===== src/rtl/draw_multi_char_16x16_pkg.sv =====
// draw_multi_char_16x16_pkg: shared VGA widths, glyph geometry, colours and blink states
package draw_multi_char_16x16_pkg;
  localparam int HV_W   = 11;
  localparam int RGB_W  = 12;
  localparam int CHAR_W = 8;
  localparam int CHAR_H = 16;
  localparam int GRID   = 16;
  localparam int WIN_W  = CHAR_W * GRID;
  localparam int WIN_H  = CHAR_H * GRID;
  localparam logic [RGB_W-1:0] RGB_BLACK = 12'h000;
  localparam logic [RGB_W-1:0] RGB_WHITE = 12'hFFF;
  typedef enum logic {SHOW = 1'b0, HIDE = 1'b1} blink_state_t;
  function automatic logic in_span(input logic [HV_W-1:0] v, input int lo, input int len);
    return (int'(v) >= lo) && (int'(v) < lo + len);
  endfunction
endpackage


===== src/rtl/draw_multi_char_16x16_vga_delay.sv =====
// vga_delay: reset-clearable shift pipeline delaying a bus by CLK_DEL clocks
module vga_delay #(
  parameter int WIDTH   = 1,
  parameter int CLK_DEL = 1
)(
  input  logic             i_clk,
  input  logic             i_rst_n,
  input  logic [WIDTH-1:0] i_din,
  output logic [WIDTH-1:0] o_dout
);
  logic [WIDTH-1:0] r_pipe [CLK_DEL];
  // shift the bus one stage per clock, cleared at once by reset
  always_ff @(posedge i_clk or negedge i_rst_n) begin
    if (!i_rst_n) begin
      for (int i = 0; i < CLK_DEL; i++) r_pipe[i] <= '0;
    end else begin
      r_pipe[0] <= i_din;
      for (int i = 1; i < CLK_DEL; i++) r_pipe[i] <= r_pipe[i-1];
    end
  end
  assign o_dout = r_pipe[CLK_DEL-1];
endmodule


===== src/rtl/draw_multi_char_16x16.sv =====
// draw_multi_char_16x16: overlays a blinking 16x16-character text window on the video stream
module draw_multi_char_16x16 import draw_multi_char_16x16_pkg::*; #(
  parameter int               XPOS         = 400,
  parameter int               YPOS         = 100,
  parameter logic [RGB_W-1:0] TEXT_COLOR   = RGB_WHITE,
  parameter int               BLINK_FRAMES = 30
)(
  input  logic             pclk,
  input  logic             rst_n,
  input  logic [HV_W-1:0]  hcount_in,
  input  logic [HV_W-1:0]  vcount_in,
  input  logic             hsync_in,
  input  logic             vsync_in,
  input  logic             hblnk_in,
  input  logic             vblnk_in,
  input  logic [RGB_W-1:0] rgb_in,
  input  logic             blink_en,
  input  logic [6:0]       char_code,
  input  logic [7:0]       char_pixels,
  output logic [7:0]       char_xy,
  output logic [10:0]      font_addr,
  output logic [HV_W-1:0]  hcount_out,
  output logic [HV_W-1:0]  vcount_out,
  output logic             hsync_out,
  output logic             vsync_out,
  output logic             hblnk_out,
  output logic             vblnk_out,
  output logic [RGB_W-1:0] rgb_out
);
  localparam int CW = (BLINK_FRAMES > 0) ? $clog2(BLINK_FRAMES + 1) : 1;
  localparam logic [CW-1:0] LAST = CW'((BLINK_FRAMES > 0) ? BLINK_FRAMES - 1 : 0);
  logic [6:0]       w_rel_x;
  logic [7:0]       w_rel_y;
  logic             w_in_area;
  logic [25:0]      w_tim;
  logic [17:0]      w_p2;
  logic             w_blank2;
  logic             w_in2;
  logic [2:0]       w_bit2;
  logic [RGB_W-1:0] w_rgb2;
  logic             w_pix;
  logic             w_show;
  logic             w_rise;
  blink_state_t     r_state, w_state_nxt;
  logic [CW-1:0]    r_frame_cnt, w_cnt_nxt;
  logic             r_vsync_d;
  assign w_rel_x   = 7'(hcount_in - HV_W'(XPOS));
  assign w_rel_y   = 8'(vcount_in - HV_W'(YPOS));
  assign w_in_area = in_span(hcount_in, XPOS, WIN_W) && in_span(vcount_in, YPOS, WIN_H);
  assign char_xy   = {w_rel_y[7:4], w_rel_x[6:3]};
  // font ROM address: character code plus glyph line within the cell
  always_ff @(posedge pclk or negedge rst_n) begin
    if (!rst_n) font_addr <= '0;
    else        font_addr <= {char_code, w_rel_y[3:0]};
  end
  vga_delay #(.WIDTH(26), .CLK_DEL(3)) u_tim_dly (
    .i_clk   (pclk),
    .i_rst_n (rst_n),
    .i_din   ({hcount_in, vcount_in, hsync_in, vsync_in, hblnk_in, vblnk_in}),
    .o_dout  (w_tim)
  );
  assign {hcount_out, vcount_out, hsync_out, vsync_out, hblnk_out, vblnk_out} = w_tim;
  vga_delay #(.WIDTH(18), .CLK_DEL(2)) u_pix_dly (
    .i_clk   (pclk),
    .i_rst_n (rst_n),
    .i_din   ({hblnk_in | vblnk_in, w_in_area, w_rel_x[2:0], rgb_in}),
    .o_dout  (w_p2)
  );
  assign {w_blank2, w_in2, w_bit2, w_rgb2} = w_p2;
  assign w_pix  = char_pixels[3'd7 - w_bit2];
  assign w_show = (r_state == SHOW) | ~blink_en;
  assign w_rise = vsync_in & ~r_vsync_d;
  // final mix: blanking wins, then lit glyph pixels, else background
  always_ff @(posedge pclk or negedge rst_n) begin
    if (!rst_n) rgb_out <= '0;
    else        rgb_out <= w_blank2 ? RGB_BLACK : (w_in2 & w_pix & w_show) ? TEXT_COLOR : w_rgb2;
  end
  // blink state, frame counter and vsync edge-detect registers
  always_ff @(posedge pclk or negedge rst_n) begin
    if (!rst_n) begin
      r_state     <= SHOW;
      r_frame_cnt <= '0;
      r_vsync_d   <= 1'b0;
    end else begin
      r_state     <= w_state_nxt;
      r_frame_cnt <= w_cnt_nxt;
      r_vsync_d   <= vsync_in;
    end
  end
  // count frames on vsync rise; toggle visibility every BLINK_FRAMES frames
  always_comb begin
    w_state_nxt = r_state;
    w_cnt_nxt   = r_frame_cnt;
    if (BLINK_FRAMES == 0) begin
      w_state_nxt = SHOW;
      w_cnt_nxt   = '0;
    end else if (w_rise) begin
      w_cnt_nxt   = (r_frame_cnt == LAST) ? '0 : r_frame_cnt + 1'b1;
      w_state_nxt = (r_frame_cnt != LAST) ? r_state : (r_state == SHOW) ? HIDE : SHOW;
    end
  end
endmodule


===== config.mk =====
export PLATFORM = sky130hd
export DESIGN_NAME = draw_multi_char_16x16
export DESIGN_NICKNAME = d
export VERILOG_FILES = /design/src/rtl/draw_multi_char_16x16_pkg.sv /design/src/rtl/draw_multi_char_16x16_vga_delay.sv /design/src/rtl/draw_multi_char_16x16.sv
export SDC_FILE = /design/constraint.sdc
export NUM_CORES = 1
export LEC_CHECK = 0
export CORE_MARGIN = 3
export CORE_UTILIZATION = 47
export CTS_BUF_LIST = sky130_fd_sc_hd__clkbuf_8 sky130_fd_sc_hd__clkbuf_16
export CTS_CLUSTER_SIZE = 25
export DETAILED_ROUTE_END_ITERATION = 10
export PLACE_DENSITY = 0.76
export SLEW_MARGIN = 40
export SYNTH_ARGS = -nofsm -noshare
export SYNTH_HDL_FRONTEND = slang
export SYNTH_SLANG_ARGS = --single-unit

===== constraint.sdc =====
create_clock -name pclk -period 2.1 [get_ports pclk]
set_clock_uncertainty 0.2 [all_clocks]
set_input_delay 0.63 -clock pclk [delete_from_list [all_inputs] [get_ports pclk]]
set_output_delay 0.63 -clock pclk [all_outputs]
set_load 0.02 [all_outputs]

==> reports/qor.txt, run 1 <==
Status = complete, but fails checks
Failing checks = setup timing
Die height = 101 µm
Number of DRC markers in iteration 0 = 58
Max Freq = 447 MHz
Via density = 4.53
Worst skew pair latency = 0.50 ns
Post-synth top area share = 79.1%
Pins Over Slew Limit = 0
Ant. Diodes = 0
Detail Route Antenna Nets = 0
Period utilisation layout = 107%
WP data required = 1.27 ns
Critical R2R Launch = u_tim_dly.r_pipe[41]
CTS Root Cell = clkbuf_8
Cell Chain, Critical Path = buf_8 -> nor3_4 -> or2_4 -> xor2_1 -> buf_4
# Max-Cap Violations = 0
Max VDD drop = 690 µV
Cts bufs inserted = 17
Starting Density = 49.7%
Synthesized net count = 321
Detailed Routing Iterations Pass 1 = 4
Cells after Synth = 259
DR vias = 2314
Most frequent cells after synthesis = 133 x dfrtp_1, 29 x buf_4, 21 x inv_1
Internal power = 4.76 mW
Filler Cell Count = 518
Synth top area cells = dfrtp_1 79%, buf_4 5.2%, o21ai_2 2.1%, inv_1 1.9%, ha_1 1.8%
Final HPWL DP = 5030 µm
Setup CP Type = in -> out
Final Hold Violating Endpoints = 0
Sum Neg Setup Slack = -0.370 ns
H-tree levels = 4
Routed WL = 8130 µm
P&R area growth vs syn = 46.3%
Count of cell types in the netlist = 34
Sequential share of power = 45.4%
Post-synth top flop = dfrtp_1
Worst Hold Launch = vcount_in[5]
HP Class = in -> reg
Crit-path max FO = 2
Port Buffers = 112
CP max stage delay = 0.21 ns
Layout Cells excl Fill = 511
Most common cell in the netlist = dfrtp_1
Setup crit end kind = output pin
Post-synthesis cell area = 4210 µm²
Ys Warns = 0
WHS Endpoint = u_tim_dly.r_pipe[61]
Wire length per cell = 15.9 µm
DIE AREA = 10100 µm²
Slowest-stage cell, CP = nor3_4
# setup viols final = 4
Largest net degree at the start of global routing = 53
Vias in the first global route = 2597
CTS tree = yes
Combinational fraction of design power = 9.5%
Final worst slack = -0.139 ns
Initial antenna violation count = 0
Die width = 101 µm
Setup crit start kind = primary input
#FFs+latches synth = 133
Rows = 33
First-pass GRT wire length = 13000 µm
EDFF count, synth = 0
CTS max path bufs = 2
Clk pwr share = 45.0%
Final #Nets = 456
IO Pins = 113
Clk slew on worst S/H paths = 0.06 ns
Inst Count DP = 465
Remaining global-route overflow = 0
Sequential element share of the synthesized area = 79.1%
Slew headroom = 77.8%
Total GRT Usage = 17.4%
R2r endpoint = rgb_out[0]
WHS = 0.145 ns
GP Congestion = 0.737
Pleak = 2.95 nW
RSZ-0062 raised after global routing = yes
Psw = 1.42 mW
Switching Share = 22.9%
Register-to-register setup slack = 0.31 ns
Cell Pwr Density = 1000 nW/µm²
R2R cell count = 4
Worst slew pin tran = 0.331 ns
Cell taking the most area after synthesis = dfrtp_1
Async SR Flop Fraction = 100%
Remaining DRCs = 0
Worst path arrival time = 1.41 ns
Fin crit period = 2.24 ns
Core area = 8460 µm²
Layout cells sized above 1 = 27.6%
Syn Area/Cell = 16.2 µm²
Clk sinks = 133
Hold path depth = 2
==> power groups by stage <==
stage / sequential (mW) / clock [mW] / combinational [mW]
finish: 2.81 / 2.78 / 0.589
global route: 2.83 / 2.97 / 0.645
CTS: 2.81 / 2.85 / 0.579
detailed placement: 2.85 / 0 / 0.575
global placement: 2.84 / 0 / 0.557
floorplan: 2.86 / 0 / 0.242
==> worst max path at each step <==
stage                     slack, ns          from          to
final                         -0.14  vcount_in[4]  char_xy[7]
after CTS                     -0.16  vcount_in[7]  char_xy[7]
after detailed placement      -1.05  vcount_in[2]  char_xy[7]
after global routing          -0.20  vcount_in[3]  char_xy[7]
after floorplan               -0.02  vcount_in[2]  char_xy[7]
after global placement        -1.03  vcount_in[2]  char_xy[7]
==> placed cells by master, fill, tap and decap left out, types with 2 or more instances in the layout <==
master and count:
dfrtp_1 133, dlygate4sd2_1 50, clkdlybuf4s50_1 44, buf_4 35, inv_1 16, clkbuf_16 16
o21ai_2 11, buf_6 10, o21ai_0 6, nor3_1 5, nand2_1 4, ha_1 4
clkinv_2 4, inv_2 3, nand3_1 3, clkbuf_8 3, clkinv_4 3, buf_12 3
nor2_1 2, mux2i_1 2, clkinv_8 2, xnor2_1 2, xor2_2 2, nand3b_1 2
o31ai_1 2, nand2b_1 2, a21oi_1 2, ha_4 2, bufinv_16 2, clkinvlp_4 2
dlymetal6s2s_1 2, buf_2 2
==> worst max-delay path: cells and delay by family <==
family                    cells  cell delay [ns]
and+or+nand+nor               2             0.36
xor gates and xnor gates      1             0.15
buffers and inverters         2             0.26
==> cells by family after synthesis <==
group           count (synthesis)  synth area share (%)
fa+ha+maj                       6                  1.78
simple gates                   30                  4.49
buf+inv                        54                  7.79
compound gates                 27                  4.55
xor+xnor                        6                  1.25
flops                         133                  79.1
mux                             3                  1.01
==> layer usage <==
metal	GRT usage [%]	part of all wire, %	routed length [µm]	vias up
li1	-	-	-	1075
met1	19.7	36	2950	1157
met2	30.1	57	4630	76
met3	5.19	5.5	450	6
met4	8.39	1.2	99	0
met5	0	0	0	-
==> state kept, by name (all words and copies together), names as in the netlist <==
name              count
u_tim_dly.r_pipe     52
u_tim_dly.o_dout     26
u_pix_dly.o_dout     14
u_pix_dly.r_pipe     14
rgb_out              12
font_addr             9
r_frame_cnt           5
r_state               1
==> final cells by class <==
type | instances | area [µm²] | area share (%)
clock buffer | 19 | 442 | 7.18
clock inverter | 12 | 130 | 2.11
inverter | 21 | 104 | 1.69
multi-input combinational | 72 | 636 | 10.3
sequential | 133 | 3330 | 54.1
tap | 105 | 131 | 2.13
timing repair buffer | 149 | 1380 | 22.5
==> timing repair <==
action	4_1_cts	5_1_grt
setup endpoints to repair	58	7
pin swaps	11	6
hold buffers	1	0
hold endpoints to repair	33	0
gates resized for setup	143	18
setup buffers	12	3
==> per-stage QoR <==
step           setup WS [ns]  power (mW)  instance area [µm²]  utilization (%)
2_1_floorplan        -0.0178        3.10                 4230                -
6_report              -0.139        6.18                 6150             72.7
3_3_place_gp           -1.03        3.40                 5410             64.0
4_1_cts               -0.161        6.24                 6070             71.7
5_1_grt               -0.201        6.45                 6150             72.7
3_5_place_dp           -1.05        3.43                 5410             64.0
Power figures use the tool's default switching activity.
==> inputs of run 2 (changes only) <==
--- a/config.mk
+++ b/config.mk
@@ -5,9 +5,9 @@
 export SDC_FILE = /design/constraint.sdc
 export NUM_CORES = 1
 export LEC_CHECK = 0
+export CAP_MARGIN = 20
 export CORE_MARGIN = 3
 export CORE_UTILIZATION = 47
-export CTS_BUF_LIST = sky130_fd_sc_hd__clkbuf_8 sky130_fd_sc_hd__clkbuf_16
 export CTS_CLUSTER_SIZE = 25
 export DETAILED_ROUTE_END_ITERATION = 10
 export PLACE_DENSITY = 0.76
==> results of run 2 <==
Same layout as run 1: the final DEF is identical, and so are final timing and power.
==> inputs of run 3 (changes only) <==
--- a/config.mk
+++ b/config.mk
@@ -7,10 +7,10 @@
 export LEC_CHECK = 0
 export CAP_MARGIN = 20
 export CORE_MARGIN = 3
-export CORE_UTILIZATION = 47
+export CORE_UTILIZATION = 35
 export CTS_CLUSTER_SIZE = 25
 export DETAILED_ROUTE_END_ITERATION = 10
-export PLACE_DENSITY = 0.76
+export PLACE_DENSITY = 0.59
 export SLEW_MARGIN = 40
 export SYNTH_ARGS = -nofsm -noshare
 export SYNTH_HDL_FRONTEND = slang
==> reports/qor.txt, run 3 (synthesized netlist as in run 1, its figures left out) <==
DIE AREA = 13400 µm² (+32%)
Slowest-stage cell, CP = nor3_4
Detailed Routing Iterations Pass 1 = 4 (unchanged)
Number of DRC markers in iteration 0 = 106 (+83%)
Setup crit end kind = output pin
Vias in the first global route = 2373 (-8.6%)
Crit path max-delay family = simple AND/OR/NAND/NOR gates
Psw = 1.40 mW (-1.6%)
Core area = 11600 µm² (+37%)
Period utilisation layout = 104% (-2.2 points)
GRT met1 Usage = 14.0% (-5.7 points)
HP Class = reg -> reg
Rows = 39 (+18%)
Status = complete, but fails checks
Met3 usage = 4.23% (-0.96 points)
RSZ-0062 raised after global routing = yes
Final #Nets = 446 (-2.2%)
CP Buf/Inv Count = 2 (unchanged)
Worst path arrival time = 1.36 ns (-0.05 ns)
Pleak = 2.90 nW (-1.8%)
Setup CP Type = in -> out
Port Buffers = 112 (unchanged)
Ant. Diodes = 0 (unchanged)
Sequential share of power = 45.5% (about the same)
Remaining global-route overflow = 0 (unchanged)
Critical R2R Launch = u_tim_dly.r_pipe[41]
GRT met2 Usage = 20.5% (-9.6 points)
Worst slew pin tran = 0.376 ns (+0.0453 ns)
Die height = 116 µm (+15%)
Final Hold Violating Endpoints = 0 (unchanged)
Starting Density = 36.4% (-13 points)
# Max-Cap Violations = 0 (unchanged)
# setup viols final = 4 (unchanged)
Most common cell after layout, fill and taps aside = dfrtp_1
Combinational fraction of design power = 9.0% (-0.5 points)
Die width = 116 µm (+15%)
Footprint of the multi-input gates = 611 µm² (-3.9%)
First-pass GRT wire length = 12100 µm (-7.1%)
Slew headroom = 74.9% (-2.8 points)
Largest net degree at the start of global routing = 38 (-28%)
Cell Pwr Density = 1010 nW/µm² (+0.90%)
Internal power = 4.77 mW (+0.14%)
Post-Route Utilization = 52.6% (-20 points)
Detail Route Antenna Nets = 0 (unchanged)
Clk pwr share = 45.5% (+0.5 points)
Fin crit period = 2.19 ns (-0.0453 ns)
Routed WL = 7420 µm (-8.7%)
GP Congestion = 0.729 (-1.1%)
Setup crit start kind = primary input
Filler Cell Count = 970 (+87%)
Final HPWL DP = 5240 µm (+4.0%)
Worst skew pair latency = 0.40 ns (-0.10 ns)
GR peak layer = met2
Sequential Area = 3330 µm² (unchanged)
DR vias = 2257 (-2.5%)
P&R area growth vs syn = 44.6%
Largest register FFs = 52 (unchanged)
Cell Chain, Critical Path = buf_8 -> nor3_4 -> or2_4 -> xor2_1 -> buf_4
Critical Path Start = vcount_in[4]
Final Power = 6.17 mW (-0.25%)
Layout cells sized above 1 = 25.0% (-2.6 points)
Switching Share = 22.6% (-0.30 points)
CTS max path bufs = 2 (unchanged)
Failing checks = setup timing
Max VDD drop = 451 µV (-35%)
Via density = 4.19 (-7.5%)
Remaining DRCs = 0 (unchanged)
CTS tree = yes
H-tree levels = 4 (unchanged)
Worst Hold Launch = u_pix_dly.r_pipe[22]
IO Pins = 113 (unchanged)
Clk sinks = 133 (unchanged)
Pins Over Slew Limit = 0 (unchanged)
Largest Register = u_tim_dly.r_pipe
Total GRT Usage = 12.2% (-5.2 points)
Initial antenna violation count = 0 (unchanged)
WHS = 0.142 ns (-0.00291 ns)
CTS Root Cell = clkbuf_16
WP data required = 1.27 ns (about the same)
Commonest non-fill, non-tap cells in the layout = 133 x dfrtp_1, 52 x dlygate4sd2_1, 44 x clkdlybuf4s50_1, 27 x buf_4, 17 x clkbuf_16
Max Freq = 456 MHz (+2.1%)
Cts bufs inserted = 17 (unchanged)
Final worst slack = -0.0934 ns (+0.0453 ns)
Wire length per cell = 13.8 µm (-13%)
CP max stage delay = 0.18 ns (-0.03 ns)
Crit-path max FO = 2 (unchanged)
Pre-CTS setup slack = -1.08 ns (-0.0288 ns)
Clk slew on worst S/H paths = 0.05 ns (about the same)
==> run 3: cell count changes in the layout (fill, tap and decap cells not counted), moves of 2 or more <==
cell	before	now
buf_4	35	27
buf_6	10	4
buf_12	3	5
buf_2	2	4
clkbuf_8	3	1
clkinv_2	4	6
clkinv_8	2	0
dlygate4sd2_1	50	52
inv_8	0	2
==> run 3: per-stage QoR <==
stage	TNS [ns]	instances	cell area (µm²)
2_1_floorplan	-0.0178	259	4230
3_3_place_gp	-8.73	504	5490
3_5_place_dp	-9.05	504	5490
4_1_cts	-0.279	539	6050
5_1_grt	-0.452	539	6080
6_report	-0.283	539	6080
==> run 3: final cells by class <==
cell class	instances	share of cell area, %
Timing Repair Buffer	139	21.4
Multi-Input combinational cell	72	10.0
Tap cell	143	2.94
Sequential cell	133	54.7
Clock buffer	18	7.22
Inverter	21	1.54
Clock inverter	13	2.18
==> run 3: what timing repair did <==
item | 4_1_cts | 5_1_grt
buffers inserted | 3 | 0
hold buffers | 1 | 0
endpoints found under the setup margin | 58 | 6
pin swaps | 10 | 1
resized for setup | 136 | 11
hold endpoints to repair | 33 | 0
==> run 3: worst paths after layout <==
check	end	slack, ns	depth (start not counted)
worst max-delay path	char_xy[7]	-0.09	5
worst min-delay path	u_pix_dly.o_dout[4]	0.14	0
worst max register to register	rgb_out[11]	0.31	4
worst min register to register	u_pix_dly.o_dout[4]	0.14	0
max in group asynchronous	rgb_out[2]	0.70	3
min in group asynchronous	font_addr[3]	0.49	2
==> run 3: power by group through the flow <==
stage	Clock [mW]	Sequential, mW	Combinational (mW)
after floorplan	0	2.86	0.242
after global routing	3.01	2.82	0.619
after global placement	0	2.84	0.575
after detailed placement	0	2.85	0.586
after CTS	2.89	2.81	0.562
final	2.81	2.80	0.555
==> run 3: metal layers <==
layer	wire length (µm)	part of all wire, %
met1	2970	40
met5	0	0
met2	3990	54
met4	119	1.6
met3	340	4.6
